[src/rtl/mips_pkg.sv]
// Shared MIPS core definitions: next-pc select codes,
// default vectors and the fetch-unit state type.
package mips_pkg;

  localparam logic [2:0] NPC_SEQ = 3'b000;
  localparam logic [2:0] NPC_BR  = 3'b001;
  localparam logic [2:0] NPC_J   = 3'b010;
  localparam logic [2:0] NPC_JR  = 3'b011;

  localparam logic [31:0] RESET_ADDR_DEF = 32'h0000_3000;
  localparam logic [31:0] EXC_ENTRY_DEF  = 32'h0000_4180;
  localparam logic [31:0] IM_LO_DEF      = 32'h0000_3000;
  localparam logic [31:0] IM_HI_DEF      = 32'h0000_6FFC;

  typedef enum logic {
    RUN  = 1'b0,
    HOLD = 1'b1
  } pc_state_t;

endpackage

[src/rtl/pc_fetch_unit_if.sv]
// Control/redirect bundle between D/M stages and the fetch PC.
// master = pipeline control side, slave = pc_fetch_unit.
interface pc_fetch_unit_if #(
  parameter int unsigned ADDR_W = 32
);

  logic              stall;
  logic [2:0]        npc_sel;
  logic [ADDR_W-1:0] br_base;
  logic [15:0]       br_imm;
  logic [25:0]       j_idx;
  logic [ADDR_W-1:0] rs_val;
  logic              exc_req;
  logic              eret;
  logic [ADDR_W-1:0] epc;
  logic [ADDR_W-1:0] pc;
  logic [ADDR_W-1:0] pc_plus8;
  logic              pend_valid;
  logic              adel;

  modport master (
    output stall,
    output npc_sel,
    output br_base,
    output br_imm,
    output j_idx,
    output rs_val,
    output exc_req,
    output eret,
    output epc,
    input  pc,
    input  pc_plus8,
    input  pend_valid,
    input  adel
  );

  modport slave (
    input  stall,
    input  npc_sel,
    input  br_base,
    input  br_imm,
    input  j_idx,
    input  rs_val,
    input  exc_req,
    input  eret,
    input  epc,
    output pc,
    output pc_plus8,
    output pend_valid,
    output adel
  );

endinterface

[src/rtl/npc_calc.sv]
// Combinational redirect target for branch / j / jr.
// redir flags a recognised redirect code; others act as sequential.
module npc_calc
  import mips_pkg::*;
#(
  parameter int unsigned ADDR_W = 32
) (
  input  logic [2:0]        npc_sel,
  input  logic [ADDR_W-1:0] br_base,
  input  logic [15:0]       br_imm,
  input  logic [25:0]       j_idx,
  input  logic [ADDR_W-1:0] rs_val,
  output logic [ADDR_W-1:0] tgt,
  output logic              redir
);

  logic [ADDR_W-1:0] base4;
  logic [ADDR_W-1:0] off;
  logic [ADDR_W-1:0] tgt_br;
  logic [ADDR_W-1:0] tgt_j;
  logic              is_br;
  logic              is_j;
  logic              is_jr;

  assign base4  = br_base + ADDR_W'(4);
  assign off    = {{(ADDR_W-18){br_imm[15]}}, br_imm, 2'b00};
  assign tgt_br = base4 + off;

  // upper region bits come from the delay-slot pc
  always_comb begin
    tgt_j        = base4;
    tgt_j[27:0]  = {j_idx, 2'b00};
  end

  assign is_br = (npc_sel == NPC_BR);
  assign is_j  = (npc_sel == NPC_J);
  assign is_jr = (npc_sel == NPC_JR);
  assign redir = is_br | is_j | is_jr;

  always_comb begin
    tgt = base4;
    unique case (1'b1)
      is_br:   tgt = tgt_br;
      is_j:    tgt = tgt_j;
      is_jr:   tgt = rs_val;
      default: tgt = base4;
    endcase
  end

endmodule

[src/rtl/pc_fetch_unit.sv]
// Fetch-stage PC with stall hold, pending-redirect latch and exceptions.
// Define PC_ALIGN_CHECK_EN to build the registered adel fetch check.
module pc_fetch_unit
  import mips_pkg::*;
#(
  parameter int unsigned       ADDR_W     = 32,
  parameter logic [ADDR_W-1:0] RESET_ADDR = ADDR_W'(RESET_ADDR_DEF),
  parameter logic [ADDR_W-1:0] EXC_ENTRY  = ADDR_W'(EXC_ENTRY_DEF)
`ifdef PC_ALIGN_CHECK_EN
  ,
  parameter logic [ADDR_W-1:0] IM_LO      = ADDR_W'(IM_LO_DEF),
  parameter logic [ADDR_W-1:0] IM_HI      = ADDR_W'(IM_HI_DEF)
`endif
) (
  input  logic           clk,
  input  logic           reset,
  pc_fetch_unit_if.slave bus
);

  pc_state_t         state_q;
  pc_state_t         state_d;
  logic [ADDR_W-1:0] pc_q;
  logic [ADDR_W-1:0] pc_d;
  logic [ADDR_W-1:0] pend_q;
  logic [ADDR_W-1:0] pend_d;
  logic [ADDR_W-1:0] tgt;
  logic              redir;
  logic              flush;

  npc_calc #(
    .ADDR_W (ADDR_W)
  ) u_npc_calc (
    .npc_sel (bus.npc_sel),
    .br_base (bus.br_base),
    .br_imm  (bus.br_imm),
    .j_idx   (bus.j_idx),
    .rs_val  (bus.rs_val),
    .tgt     (tgt),
    .redir   (redir)
  );

  assign flush = bus.exc_req | bus.eret;

  always_ff @(posedge clk) begin
    if (reset) begin
      state_q <= RUN;
      pc_q    <= RESET_ADDR;
      pend_q  <= '0;
    end else begin
      state_q <= state_d;
      pc_q    <= pc_d;
      pend_q  <= pend_d;
    end
  end

  always_comb begin
    state_d = state_q;
    if (flush) begin
      state_d = RUN;
    end else if (bus.stall) begin
      if (state_q == RUN && redir)
        state_d = HOLD;
    end else begin
      state_d = RUN;
    end
  end

  // exc_req outranks eret; both outrank stall
  always_comb begin
    pc_d   = pc_q + ADDR_W'(4);
    pend_d = pend_q;
    if (bus.exc_req) begin
      pc_d   = EXC_ENTRY;
      pend_d = '0;
    end else if (bus.eret) begin
      pc_d   = bus.epc;
      pend_d = '0;
    end else if (bus.stall) begin
      pc_d = pc_q;
      if (state_q == RUN && redir)
        pend_d = tgt;
    end else if (state_q == HOLD) begin
      pc_d   = pend_q;
      pend_d = '0;
    end else if (redir) begin
      pc_d = tgt;
    end
  end

  assign bus.pc         = pc_q;
  assign bus.pc_plus8   = pc_q + ADDR_W'(8);
  assign bus.pend_valid = (state_q == HOLD);

`ifdef PC_ALIGN_CHECK_EN
  logic adel_q;
  logic adel_d;

  // pc still loads the faulting value so BadVAddr can be recorded
  always_comb begin
    adel_d = (pc_d[1:0] != 2'b00)
           | (pc_d < IM_LO)
           | (pc_d > IM_HI);
  end

  always_ff @(posedge clk) begin
    if (reset)
      adel_q <= 1'b0;
    else
      adel_q <= adel_d;
  end

  assign bus.adel = adel_q;
`else
  assign bus.adel = 1'b0;
`endif

endmodule

[src/flat_wrapper.sv]
// flat-port wrapper written by rule: the top's interface ports become plain ports
module pc_fetch_unit_flat import mips_pkg::*;
#(
  parameter int unsigned       ADDR_W     = 32,
  parameter logic [ADDR_W-1:0] RESET_ADDR = ADDR_W'(RESET_ADDR_DEF),
  parameter logic [ADDR_W-1:0] EXC_ENTRY  = ADDR_W'(EXC_ENTRY_DEF)

)
  (clk, reset, bus_stall, bus_npc_sel, bus_br_base, bus_br_imm, bus_j_idx, bus_rs_val, bus_exc_req, bus_eret, bus_epc, bus_pc, bus_pc_plus8, bus_pend_valid, bus_adel);
  pc_fetch_unit_if #(.ADDR_W(ADDR_W)) bus_i ();
  input  logic clk;
  input  logic reset;
  input wire logic [$bits(bus_i.stall)-1:0] bus_stall;
  input wire logic [$bits(bus_i.npc_sel)-1:0] bus_npc_sel;
  input wire logic [$bits(bus_i.br_base)-1:0] bus_br_base;
  input wire logic [$bits(bus_i.br_imm)-1:0] bus_br_imm;
  input wire logic [$bits(bus_i.j_idx)-1:0] bus_j_idx;
  input wire logic [$bits(bus_i.rs_val)-1:0] bus_rs_val;
  input wire logic [$bits(bus_i.exc_req)-1:0] bus_exc_req;
  input wire logic [$bits(bus_i.eret)-1:0] bus_eret;
  input wire logic [$bits(bus_i.epc)-1:0] bus_epc;
  output wire logic [$bits(bus_i.pc)-1:0] bus_pc;
  output wire logic [$bits(bus_i.pc_plus8)-1:0] bus_pc_plus8;
  output wire logic [$bits(bus_i.pend_valid)-1:0] bus_pend_valid;
  output wire logic [$bits(bus_i.adel)-1:0] bus_adel;
  assign bus_i.stall = bus_stall;
  assign bus_i.npc_sel = bus_npc_sel;
  assign bus_i.br_base = bus_br_base;
  assign bus_i.br_imm = bus_br_imm;
  assign bus_i.j_idx = bus_j_idx;
  assign bus_i.rs_val = bus_rs_val;
  assign bus_i.exc_req = bus_exc_req;
  assign bus_i.eret = bus_eret;
  assign bus_i.epc = bus_epc;
  assign bus_pc = bus_i.pc;
  assign bus_pc_plus8 = bus_i.pc_plus8;
  assign bus_pend_valid = bus_i.pend_valid;
  assign bus_adel = bus_i.adel;
  pc_fetch_unit #(.ADDR_W(ADDR_W), .RESET_ADDR(RESET_ADDR), .EXC_ENTRY(EXC_ENTRY)) u_core (.clk(clk), .reset(reset), .bus(bus_i));
endmodule
[config.mk]
export PLATFORM = sky130hd
export DESIGN_NAME = pc_fetch_unit_flat
export DESIGN_NICKNAME = d
export VERILOG_FILES = /design/src/rtl/mips_pkg.sv /design/src/rtl/pc_fetch_unit_if.sv /design/src/rtl/npc_calc.sv /design/src/rtl/pc_fetch_unit.sv /design/src/flat_wrapper.sv
export SDC_FILE = /design/constraint.sdc
export NUM_CORES = 1
export LEC_CHECK = 0
export BUFFER_PORTS_ARGS = -buffer_cell sky130_fd_sc_hd__buf_2
export CORE_AREA = 2 2 122 184
export CTS_CLUSTER_SIZE = 8
export DETAILED_ROUTE_END_ITERATION = 6
export DIE_AREA = 0 0 124 186
export PLACE_DENSITY = 0.61
export SYNTH_ARGS = -nofsm -noshare
export SYNTH_HDL_FRONTEND = slang
export SYNTH_SLANG_ARGS = --single-unit
[constraint.sdc]
create_clock -name clk -period 4.9 [get_ports clk]
set_input_delay 0.98 -clock clk [delete_from_list [all_inputs] [get_ports clk]]
set_output_delay 0.98 -clock clk [all_outputs]
set_load 0.03 [all_outputs]
==> metrics.txt <==
# TYPE chip_impl_metric gauge
chip_impl_metric{name="grt-ovfl-total",unit=""} 0
chip_impl_metric{name="critical_path.max_stage_delay",unit="ps"} 390
chip_impl_metric{name="route.detailed.wl_per_inst",unit="um"} 19.50
chip_impl_metric{name="ys_types",unit=""} 83
chip_impl_info{name="synth_top_flop_cell",value="dfxtp_1"} 1
chip_impl_metric{name="r2r.worst_path.cells",unit=""} 9
chip_impl_metric{name="clock-skew-final",unit="ps"} 7.420
chip_impl_info{name="regToRegStartpoint",value="u_core.bus.pc[4]"} 1
chip_impl_metric{name="multiInputGateArea",unit="sq mm"} 0.005727
chip_impl_metric{name="synth_warnings",unit=""} 0
chip_impl_metric{name="synth_xor_xnor_area_share",unit="%"} 10.49
chip_impl_metric{name="layout.filler_cells",unit=""} 2384
chip_impl_info{name="synth_top_family_by_area",value="compound AO/OA/AOI/OAI gates"} 1
chip_impl_metric{name="period_utilisation_layout",unit="%"} 86.39
chip_impl_metric{name="post_synth_mux_area_share",unit="%"} 2.729
chip_impl_metric{name="cp_data_required_time",unit="ps"} 5110
chip_impl_metric{name="synth-seq-cells",unit=""} 65
chip_impl_metric{name="fp.coreArea",unit="sq mm"} 0.02147
chip_impl_metric{name="min_period",unit="ps"} 4233
chip_impl_metric{name="cp.depth",unit=""} 16
chip_impl_metric{name="drv_cap",unit=""} 0
chip_impl_metric{name="number_of_placement_rows",unit=""} 66
chip_impl_metric{name="drive_gt1_share",unit="%"} 22.98
chip_impl_metric{name="cellLeakagePower",unit="nW"} 3.893
chip_impl_metric{name="worst_slew_pin_slew",unit="ps"} 923.6
chip_impl_info{name="hold_end",value="u_core.pend_q[27]"} 1
chip_impl_metric{name="global_router_s_overall_resource_usage",unit="%"} 24.98
chip_impl_metric{name="irDropWorstVdd",unit="mV"} 0.1263
chip_impl_metric{name="synth.yosys.seq_area_share",unit="%"} 17.52
chip_impl_info{name="yosys.cell_count.top_type",value="nand2_1"} 1
chip_impl_metric{name="timing.hold.worst_path_depth",unit=""} 2
chip_impl_metric{name="pwr_density_cell",unit="mW/mm^2"} 214.5
chip_impl_info{name="worst_setup_ep_type",value="flip-flop"} 1
chip_impl_metric{name="hold_violations",unit=""} 0
chip_impl_info{name="hold_start",value="u_core.pend_q[27]"} 1
chip_impl_metric{name="synth_edf_count",unit=""} 0
chip_impl_metric{name="hpwlAfterDp",unit="um"} 23310
chip_impl_metric{name="antennaDiodeCount",unit=""} 0
chip_impl_metric{name="postSynthNetCount",unit=""} 1238
chip_impl_metric{name="setup_tns_after_final_layout",unit="ps"} 0
chip_impl_info{name="critical_setup_path_class",value="input pin to flip-flop"} 1
chip_impl_info{name="grt_setup_unrepaired",value="no"} 1
chip_impl_metric{name="tritoncts.num_buffers",unit=""} 9
chip_impl_metric{name="postCtsResizedCells",unit=""} 0
chip_impl_metric{name="gp_congestion",unit=""} 0.9005
chip_impl_metric{name="starting_density_of_the_core",unit="%"} 34.60
chip_impl_metric{name="wire_length_reported_by_the_detailed_router",unit="um"} 29150
chip_impl_metric{name="fmax",unit="MHz"} 236.2
chip_impl_metric{name="seq_area",unit="sq mm"} 0.001301
chip_impl_metric{name="post_synth_instance_area",unit="sq mm"} 0.007428
chip_impl_metric{name="vias",unit=""} 8492
chip_impl_metric{name="vias_per_cell",unit=""} 5.680
chip_impl_info{name="synth.cells.most_frequent",value="nand2_1 (125), a21oi_1 (109), nor2_1 (98)"} 1
chip_impl_metric{name="timing.reg2reg.setup_slack",unit="ps"} 1940
chip_impl_info{name="timing.critical_path.mode_cell",value="and3_1"} 1
chip_impl_info{name="cts.root.buffer_cell",value="clkbuf_16"} 1
chip_impl_metric{name="floorplan.die_area",unit="sq mm"} 0.02306
chip_impl_metric{name="ant_nets",unit=""} 0
chip_impl_metric{name="area_growth_from_synthesis_to_layout",unit="%"} 20.18
chip_impl_info{name="synth_area_leader_cell",value="dfxtp_1"} 1
chip_impl_metric{name="clk_path_buf_depth",unit=""} 2
chip_impl_metric{name="drt_drc_violations_left",unit=""} 0
chip_impl_metric{name="grt_start_max_net_pins",unit=""} 55
chip_impl_info{name="synth_area_leaders",value="dfxtp_1 (18%), a21oi_1 (7.3%), ha_1 (6.6%), nand2_1 (6.3%), xor2_1 (5.4%)"} 1
chip_impl_metric{name="number_of_iterations_in_the_first_detailed_routing_pass",unit=""} 4
chip_impl_metric{name="grt_pass1_vias",unit=""} 7991
chip_impl_info{name="path_delay_family",value="simple AND/OR/NAND/NOR gates"} 1
chip_impl_metric{name="critical_path_arrival",unit="ps"} 4440
chip_impl_info{name="crit_path_top_delay_cell",value="or3_1"} 1
chip_impl_metric{name="insertion_delay",unit="ps"} 330
chip_impl_metric{name="avgSynthCellArea",unit="sq um"} 7.061
chip_impl_info{name="status",value="finished clean"} 1
chip_impl_metric{name="yosys.area_share.simple",unit="%"} 27.34
chip_impl_metric{name="grt_first_pass_wirelength",unit="um"} 44520
chip_impl_metric{name="yosys.area_share.adder",unit="%"} 6.838
chip_impl_info{name="hp-class",value="flip-flop to flip-flop"} 1
chip_impl_metric{name="cts_htree_levels",unit=""} 3
chip_impl_metric{name="setup_viol",unit=""} 0
chip_impl_metric{name="timing.slew.headroom",unit="%"} 38.38
chip_impl_info{name="worst_setup_path_start_kind",value="input pin"} 1
chip_impl_metric{name="synth_top_area_share",unit="%"} 17.52
chip_impl_metric{name="die_height",unit="um"} 186
chip_impl_metric{name="cts_hold_buffers",unit=""} 0
chip_impl_metric{name="netlist_instances",unit=""} 1052
chip_impl_metric{name="synthArstFlopShare",unit="%"} 0
chip_impl_metric{name="die_w",unit="um"} 124
chip_impl_metric{name="drt_iter0_markers",unit=""} 613
chip_impl_metric{name="cts.clk_slew.worst_paths",unit="ps"} 50
chip_impl_metric{name="synthesized_area_fraction_occupied_by_ao_oa_aoi_and_oai_cells",unit="%"} 29.64
chip_impl_metric{name="fin_total_pwr",unit="mW"} 1.915
chip_impl_metric{name="timing.critical_path.fanout_max",unit=""} 8
chip_impl_metric{name="port-buffer-count",unit=""} 210
chip_impl_info{name="r2r_end",value="u_core.bus.pc[19]"} 1
chip_impl_metric{name="clock-sinks",unit=""} 65
chip_impl_info{name="cts_tree",value="done"} 1
chip_impl_info{name="timing.critical_path.cells",value="buf_2 -> and4_1 -> nand4_2 -> nor2_1 -> and4_1 -> and3_1 -> and3_1 -> xor2_1 -> ha_1 -> a21o_1 -> a21oi_1 -> and3_1 -> and3_1 -> or3_1 -> o21ai_0 -> a21oi_1"} 1
chip_impl_metric{name="slew_violations",unit=""} 0
chip_impl_metric{name="nNetsFinal",unit=""} 1404
chip_impl_metric{name="floorplan.io_pins",unit=""} 212
chip_impl_metric{name="cts.repair_timing.setup_buffer_count",unit=""} 0
chip_impl_metric{name="grt_antenna_before_repair",unit=""} 0
chip_impl_metric{name="timing.critical_path.buf_inv",unit=""} 1
## through the flow
step,worst slack [ps],hold slack (ps),area (sq um),instances,util [%]
after floorplan,998.7,415.9,7428,1052,-
after global placement,497.7,428.8,8633,1479,40.21
after detailed placement,399.0,436.4,8633,1479,40.21
after CTS,744.2,444.5,8927,1495,41.58
after global routing,266.1,477.5,8927,1495,41.58
final,666.9,443.1,8927,1495,41.58
## power breakdown
| part | switching (mW) | internal [mW] | leakage, nW |
|---|---|---|---|
| combinational | 0.433 | 0.262 | 3.21 |
| clock | 0.234 | 0.396 | 0.149 |
| sequential | 0.0414 | 0.549 | 0.530 |
## sequential cells by signal, summed over array words and instances, names as in the netlist, named ones only
| register | count |
|---|---|
| u_core.pend_q | 32 |
| u_core.bus.pc | 30 |
| u_core.bus.pend_valid | 1 |
## how the worst max path moves through the flow
stage | end | from | slack [ps]
2_1_floorplan | u_core.pend_q[28] | bus_br_base[5] | 1000
3_3_place_gp | u_core.bus.pc[31] | bus_br_base[5] | 500
3_5_place_dp | u_core.bus.pc[27] | bus_br_base[5] | 400
4_1_cts | u_core.bus.pc[27] | bus_br_base[5] | 740
5_1_grt | u_core.pend_q[29] | bus_br_base[5] | 270
6_report | u_core.bus.pc[27] | bus_br_base[5] | 670
## layout by cell type (no fill, tap or decap), types with 20 or more instances in the layout
cell type and instances:
a21oi_1 109, and3_1 20, buf_2 210, dfxtp_1 65, ha_1 39, inv_1 20, nand2_1 125, nand3_1 36
nand4_1 21, nor2_1 98, nor3_1 29, o21ai_0 59, xnor2_1 43, xor2_1 46
## layer usage
metal | global-route usage [%] | vias to the layer above | part of all wire (%)
met4 | 9.528 | 0 | 3.2
met5 | 0 | - | 0
met1 | 30.43 | 3956 | 41
met3 | 1.593 | 48 | 4.5
met2 | 45.25 | 295 | 52
li1 | - | 4193 | -
## kinds of logic after synthesis
group	count (synthesis)
mux	20
compound gates	335
fa+ha+maj	40
other cells	1
buf+inv	94
xor+xnor	89
flops	65
simple gates	408
## final cells by class
type	count	share of cell area (%)
Inverter	21	0.8830
Sequential cell	65	14.58
Clock inverter	2	0.1121
Timing Repair Buffer	228	13.29
Multi-Input combinational cell	893	64.15
Tap cell	272	3.812
Clock buffer	14	3.181
## worst reg2reg max path, cell delays in order, from the launching register on
cell	delay (ps)
dfxtp_1	460
ha_1	300
nand3_1	240
or4_1	610
nor3_1	540
nand2_1	140
xor2_1	180
o21ai_1	70
a22oi_1	170
o21ai_0	110
Note: power is estimated with default switching activity, not from simulation.
